===== config.mk =====
export PLATFORM = sky130hd
export DESIGN_NAME = mem_port_arbiter
export DESIGN_NICKNAME = d
export VERILOG_FILES = /design/src/rtl/mem_arb_pkg.sv /design/src/rtl/arb_starve_cnt.sv /design/src/rtl/mem_port_arbiter.sv
export SDC_FILE = /design/constraint.sdc
export NUM_CORES = 1
export LEC_CHECK = 0
export BUFFER_PORTS_ARGS = -buffer_cell sky130_fd_sc_hd__buf_2
export CORE_MARGIN = 8
export CORE_UTILIZATION = 25
export DETAILED_ROUTE_END_ITERATION = 16
export PLACE_DENSITY_LB_ADDON = 0.12
export SETUP_SLACK_MARGIN = 0.02
export SYNTH_ARGS = -nofsm -noshare
export SYNTH_HDL_FRONTEND = slang
export SYNTH_SLANG_ARGS = --single-unit

===== constraint.sdc =====
create_clock -name clk -period 1.8 [get_ports clk]
set_input_delay 0.45 -clock clk [delete_from_list [all_inputs] [get_ports clk]]
set_output_delay 0.45 -clock clk [all_outputs]
set_load 0.01 [all_outputs]

===== src/rtl/mem_arb_pkg.sv =====
// ============================================================================
// Module   : mem_arb_pkg
// Brief    : Shared types and default sizes for the memory port arbiter.
// Revision : 1.0 - initial release
// ============================================================================
`default_nettype none

package mem_arb_pkg;

    localparam int unsigned c_default_aw           = 16;
    localparam int unsigned c_default_dw           = 16;
    localparam int unsigned c_default_starve_limit = 4;

    // Which requester owns the read data returning from memory this cycle.
    typedef enum logic [1:0] {
        RSP_NONE = 2'd0,
        RSP_IF   = 2'd1,
        RSP_MA   = 2'd2
    } rsp_owner_t;

endpackage : mem_arb_pkg

`default_nettype wire


===== src/rtl/arb_starve_cnt.sv =====
// ============================================================================
// Module   : arb_starve_cnt
// Brief    : Saturating count of consecutive denied fetch cycles; raises
//            force_if once the limit is reached.
// Revision : 1.0 - initial release
// ============================================================================
`default_nettype none

module arb_starve_cnt
    import mem_arb_pkg::*;
#(
    parameter int unsigned STARVE_LIMIT = c_default_starve_limit
) (
    input  logic clk,
    input  logic rst,
    input  logic if_req,
    input  logic if_gnt,
    input  logic if_flush,
    output logic force_if
);

    localparam int unsigned      c_cnt_w = $clog2(STARVE_LIMIT + 1);
    localparam logic [c_cnt_w-1:0] c_limit = c_cnt_w'(STARVE_LIMIT);

    logic [c_cnt_w-1:0] r_cnt;

    always_ff @(posedge clk) begin
        if (rst) begin
            r_cnt <= '0;
        end else if (if_gnt || !if_req || if_flush) begin
            r_cnt <= '0;
        end else if (r_cnt != c_limit) begin
            r_cnt <= r_cnt + 1'b1;
        end
    end

    assign force_if = (r_cnt == c_limit);

endmodule : arb_starve_cnt

`default_nettype wire


===== src/rtl/mem_port_arbiter.sv =====
// ============================================================================
// Module   : mem_port_arbiter
// Brief    : Shares one synchronous memory between fetch and mem-access with
//            mem-access priority; optional fetch starvation guard via
//            MEM_ARB_STARVE_GUARD_EN.
// Revision : 1.0 - initial release
// ============================================================================
`default_nettype none

module mem_port_arbiter
    import mem_arb_pkg::*;
#(
    parameter int unsigned AW = c_default_aw,
    parameter int unsigned DW = c_default_dw
`ifdef MEM_ARB_STARVE_GUARD_EN
    ,
    parameter int unsigned STARVE_LIMIT = c_default_starve_limit
`endif
) (
    input  logic          clk,
    input  logic          rst,
    input  logic          if_req,
    input  logic [AW-1:0] if_addr,
    input  logic          if_flush,
    output logic          if_gnt,
    output logic          if_rvalid,
    output logic [DW-1:0] if_rdata,
    output logic          if_stall,
    input  logic          ma_req,
    input  logic          ma_we,
    input  logic [AW-1:0] ma_addr,
    input  logic [DW-1:0] ma_wdata,
    output logic          ma_gnt,
    output logic          ma_rvalid,
    output logic [DW-1:0] ma_rdata,
    output logic          ma_stall,
    output logic          mem_en,
    output logic          mem_we,
    output logic [AW-1:0] mem_addr,
    output logic [DW-1:0] mem_wdata,
    input  logic [DW-1:0] mem_rdata
);

    rsp_owner_t r_rsp_q;
    logic       w_force_if;
    logic       w_if_gnt;
    logic       w_ma_gnt;

`ifdef MEM_ARB_STARVE_GUARD_EN
    arb_starve_cnt #(
        .STARVE_LIMIT (STARVE_LIMIT)
    ) u_starve_cnt (
        .clk      (clk),
        .rst      (rst),
        .if_req   (if_req),
        .if_gnt   (w_if_gnt),
        .if_flush (if_flush),
        .force_if (w_force_if)
    );
`else
    assign w_force_if = 1'b0;
`endif

    // A flushed fetch never wins, so mem-access keeps the port in that cycle.
    assign w_if_gnt = !rst && if_req && !if_flush && (!ma_req || w_force_if);
    assign w_ma_gnt = !rst && ma_req && !w_if_gnt;

    assign if_gnt    = w_if_gnt;
    assign ma_gnt    = w_ma_gnt;
    assign if_stall  = !rst && if_req && !w_if_gnt;
    assign ma_stall  = !rst && ma_req && !w_ma_gnt;

    assign mem_en    = w_if_gnt || w_ma_gnt;
    assign mem_we    = w_ma_gnt && ma_we;
    assign mem_addr  = w_ma_gnt ? ma_addr : if_addr;
    assign mem_wdata = ma_wdata;

    always_ff @(posedge clk) begin
        if (rst) begin
            r_rsp_q <= RSP_NONE;
        end else if (w_if_gnt) begin
            r_rsp_q <= RSP_IF;
        end else if (w_ma_gnt && !ma_we) begin
            r_rsp_q <= RSP_MA;
        end else begin
            r_rsp_q <= RSP_NONE;
        end
    end

    assign if_rvalid = !rst && (r_rsp_q == RSP_IF) && !if_flush;
    assign ma_rvalid = !rst && (r_rsp_q == RSP_MA);
    assign if_rdata  = mem_rdata;
    assign ma_rdata  = mem_rdata;

endmodule : mem_port_arbiter

`default_nettype wire


# ---- Word-level counts from Yosys, hierarchy flattened
# Index checks and enable logic that the tools add are counted.
dict set report classes {
  n_eq_ne 2
  reduce_logical 20
  muxes 3
}
# operator n
set ops {}
lappend ops {{$mux W16} 1}
lappend ops {{$logic_and A1 B1 Y1} 12}
lappend ops {{$logic_not A1 Y1} 6}
lappend ops {{$eq A2 B1 Y1 const B} 1}
lappend ops {{$eq A2 B2 Y1 const B} 1}
lappend ops {{$mux W2} 1}
lappend ops {{$reduce_or A2 Y1} 1}
lappend ops {{$logic_or A1 B1 Y1} 1}
lappend ops {{$mux W1} 1}
dict set report totals {
  register_bits 2
  out_inout_bits 72
}

# ---- Logic depth before layout (Yosys ltp)
dict set report logic_depth {
  depth_word 9
  depth_mapped 4
  mapped_depth_nobuf 2
}

# ---- Worst setup path after synthesis
# No wires, ideal clock.
dict set report synth_path {
  kind {input-to-output}
  from {input ma_req}
  to {output mem_addr[10]}
  slack_ns 0.184
  path_stages 4
  required_ns 1.350
  arrival_ns 1.166
  path_cell_list {nor2b_2 buf_6 buf_12 mux2_4}
}
dict set report synth_between {
  elab_chain_cells 5
  word_cells_on_any_way 6
  cone_classes {mux: 1; reduce/logical: 5}
}
# item line_no
set synth_lines {}
lappend synth_lines {{start: declaration} mem_port_arbiter.sv:29} ;# input logic ma_req,
lappend synth_lines {{$logic_not A1 Y1} mem_port_arbiter.sv:65} ;# assign w_if_gnt = !rst && if_req && !if_flush && (!ma_req || w_force_if);
lappend synth_lines {{$logic_and A1 B1 Y1} mem_port_arbiter.sv:65}
lappend synth_lines {{$logic_not A1 Y1} mem_port_arbiter.sv:66} ;# assign w_ma_gnt = !rst && ma_req && !w_if_gnt;
lappend synth_lines {{$logic_and A1 B1 Y1 (*)} mem_port_arbiter.sv:66}
lappend synth_lines {{net ma_gnt} mem_port_arbiter.sv:33} ;# output logic ma_gnt,
lappend synth_lines {{$mux W16 (*)} mem_port_arbiter.sv:75} ;# assign mem_addr = w_ma_gnt ? ma_addr : if_addr;
lappend synth_lines {{end: declaration} mem_port_arbiter.sv:39} ;# output logic [AW-1:0] mem_addr,
# Mark *: on every way through the listed nets, which the timed path passes. The rest lies on a longest branch.

# ---- Worst setup path after layout
dict set report layout_path {
  from {input rst}
  to {output mem_addr[15]}
}
dict set report layout_between {
  elab_chain_cells 7
  word_cells_on_any_way 8
  cone_classes {mux: 1; reduce/logical: 7}
}
# item line_no
set layout_lines {}
lappend layout_lines {{start: declaration} mem_port_arbiter.sv:21} ;# input logic rst,
lappend layout_lines {{$logic_not A1 Y1 (*)} {mem_port_arbiter.sv:65, mem_port_arbiter.sv:66}}
lappend layout_lines {{$logic_and A1 B1 Y1 (3 in series)} mem_port_arbiter.sv:65}
lappend layout_lines {{$logic_not A1 Y1} mem_port_arbiter.sv:66}
lappend layout_lines {{$logic_and A1 B1 Y1 (*)} mem_port_arbiter.sv:66}
lappend layout_lines {{$mux W16 (*)} mem_port_arbiter.sv:75}
# Mark *: on every way between the ends. The rest lies on a longest branch, timed or not.

==> impl_metrics.json <==
{
  "setup_ws_ns": -0.001768,
  "placed_cell_area_sq_um": 703.2,
  "insertedDiodeCount": 0,
  "swShare": 0.2771,
  "cpLargestDelayFamily": "buffers and inverters",
  "holdCritStartpoint": "ma_we",
  "critPathLaunchType": "primary input",
  "max_stage_delay_ns": 0.34,
  "hold_violations": 0,
  "cts_buffers": 3,
  "fp.dieW_um": 69.97,
  "post-route-util": 0.3185,
  "finalSetupViolCount": 1,
  "final_cell_count_no_fill": 132,
  "p_switching_mw": 0.09791,
  "first_pass_iters": 2,
  "gpl.final_weighted_congestion": 0.6451,
  "synth_top_area_share": 0.5052,
  "num-fill-cells": 286,
  "route.antenna.remaining_nets": 0,
  "yosysWarnings": 0,
  "syn-num-nets": 153,
  "place_hpwl_um": 1549,
  "min_path_cells": 2,
  "comb_power_share": 0.592,
  "num-nets-final": 173,
  "slew_violations": 0,
  "synth_cell_type_count": 16,
  "critPathKind": "primary input to primary output",
  "largest_reg_flops": 2,
  "internal_power_mw": 0.2554,
  "initial_core_util": 0.2641,
  "routedWlPerCell_um": 14.33,
  "grt_max_degree": 19,
  "cts_hold_buf": 0,
  "holdPathEnd": "r_rsp_q[1]",
  "p_total_mw": 0.3533,
  "clk_path_buf_depth": 2,
  "period_share": 1.001,
  "drt_iter0_drc": 5,
  "root_buffer": "clkbuf_4",
  "power_frac_seq": 0.133,
  "io_pins": 142,
  "worstPathMaxFanout": 9,
  "core_sq_um": 2758,
  "power_density_nw_per_um2": 402.2,
  "syn2layout_area_growth_pct": 20.62,
  "yosys-top-cells-area": "buf_4, mux2_4, mux2_2, dfxtp_1, buf_12",
  "period_needed_ns": 1.802,
  "drive_above_1_share": 0.8515,
  "outcome": "finished with violations",
  "holdCritPathClass": "primary input to register",
  "die-area_sq_um": 4896,
  "drt-total-wl_um": 1892,
  "required_ns": 1.35,
  "dp_cells": 126,
  "grt_remaining_overflow": 0,
  "violations": "setup timing",
  "regMostFlops": "r_rsp_q",
  "cts.sinks": 2,
  "cts_tree": "yes",
  "synth_cells": 83,
  "netlist_area_sq_um": 728.2,
  "pwr-share-clk": 0.275,
  "antenna_found_initial": 0,
  "cpMaxStageDelayCell": "mux2_2",
  "reg_top3": "r_rsp_q (2)",
  "grt_pass1_vias": 673,
  "drc": 0,
  "crit_chain": "buf_8, nor2b_4, buf_12, mux2_2, buf_6",
  "synth_top_cell_by_area": "buf_4",
  "htree_levels": 1,
  "endpoint_kind": "primary output",
  "synth-seq-cells": 2,
  "clk_pin_slew_worst_paths_ns": 0.03,
  "final_cell_area_sq_um": 878.3,
  "hold_ws_ns": 0.4044,
  "grt_use_total": 0.07258,
  "power_leakage_nw": 0.4738,
  "die_y_um": 69.97,
  "drt-vias-per-instance": 4.280,
  "avgSynthCellArea_sq_um": 8.773,
  "max_freq_mhz": 555.0,
  "ys_seq_area_frac": 0.05498,
  "io_buffers": 60,
  "grt_pass1_wl_um": 3132,
  "maxCapViolations": 0,
  "dr_total_vias": 565,
  "rsz0062_at_grt": "yes",
  "critPathBufInv": 3,
  "rows": 19,
  "arrival_ns": 1.35,
  "peakVddDrop_uv": 211.2
}
## metal layers
metal	GRT usage	vias up	part of all wire
met2	0.1117	50	0.44
met5	0	-	0
met1	0.06044	235	0.32
met3	0.05367	23	0.18
met4	0.06473	0	0.055
li1	-	257	-
## synth_stat cells
cell type   n
dfxtp_1     2
nor3b_1     1
buf_6       1
and2_1      1
nor3_1      3
conb_1      1
a21oi_1     1
mux2_2      8
nor2b_2     1
inv_1       1
nor2_1      2
nand2b_1    2
buf_4      49
mux2_4      8
nor4b_1     1
buf_12      1
## power by group through the flow
| stage | clock network [mW] | logic (mW) | registers, mW |
|---|---|---|---|
| after floorplan | 0 | 0.195 | 0.0472 |
| after global placement | 0 | 0.163 | 0.0473 |
| after detailed placement | 0 | 0.163 | 0.0474 |
| after CTS | 0.104 | 0.174 | 0.0468 |
| after global routing | 0.111 | 0.226 | 0.0469 |
| final | 0.0972 | 0.209 | 0.0468 |
## through the flow
step | setup TNS, ns | setup WS, ns
after global routing | -0.3719 | -0.04424
after floorplan | 0 | 0.1844
after CTS | -0.02086 | -0.01019
after global placement | -0.2073 | -0.02708
after detailed placement | -0.2099 | -0.03130
final | -0.001768 | -0.001768
## worst max path at each step
stage | startpoint | endpoint | slack (ns) | cells past startpoint
2_1_floorplan | ma_req | mem_addr[10] | 0.18 | 4
3_3_place_gp | rst | mem_addr[2] | -0.03 | 5
3_5_place_dp | rst | mem_addr[4] | -0.03 | 5
4_1_cts | rst | mem_addr[4] | -0.01 | 5
5_1_grt | rst | mem_addr[3] | -0.04 | 5
6_report | rst | mem_addr[15] | -0.002 | 5
## kinds of logic after synthesis
family | Yosys count | synth area share
compound gates | 1 | 0.006866
buf+inv | 52 | 0.5533
flops | 2 | 0.05499
mux | 16 | 0.2887
other cells | 1 | 0.005150
simple gates | 11 | 0.09107
## cell type report
cell class | count | area, sq um | area share
timing repair buffer | 66 | 483.0 | 0.5499
inverter | 1 | 3.754 | 0.004274
clock buffer | 3 | 22.52 | 0.02564
tap | 31 | 38.79 | 0.04416
sequential | 2 | 40.04 | 0.04558
multi-input combinational | 29 | 290.3 | 0.3305
## cell usage in the layout, fill, tap and decap left out, drive strengths merged
master | Yosys | routed
mux2 | 16 | 16
nor2 | 2 | 2
buf | 51 | 65
nand2b | 2 | 2
inv | 1 | 1
clkbuf | 0 | 4
and2 | 1 | 1
nor3b | 1 | 1
dfxtp | 2 | 2
nor2b | 1 | 1
nor3 | 3 | 3
nor4b | 1 | 1
conb | 1 | 1
a21oi | 1 | 1
## timing repair
item | in CTS | in global routing
gates resized for setup | 5 | 14
setup endpoints to repair | 16 | 16
gates cloned | 0 | 2
setup buffers | 0 | 1
Note: power is estimated with default switching activity, not from simulation.
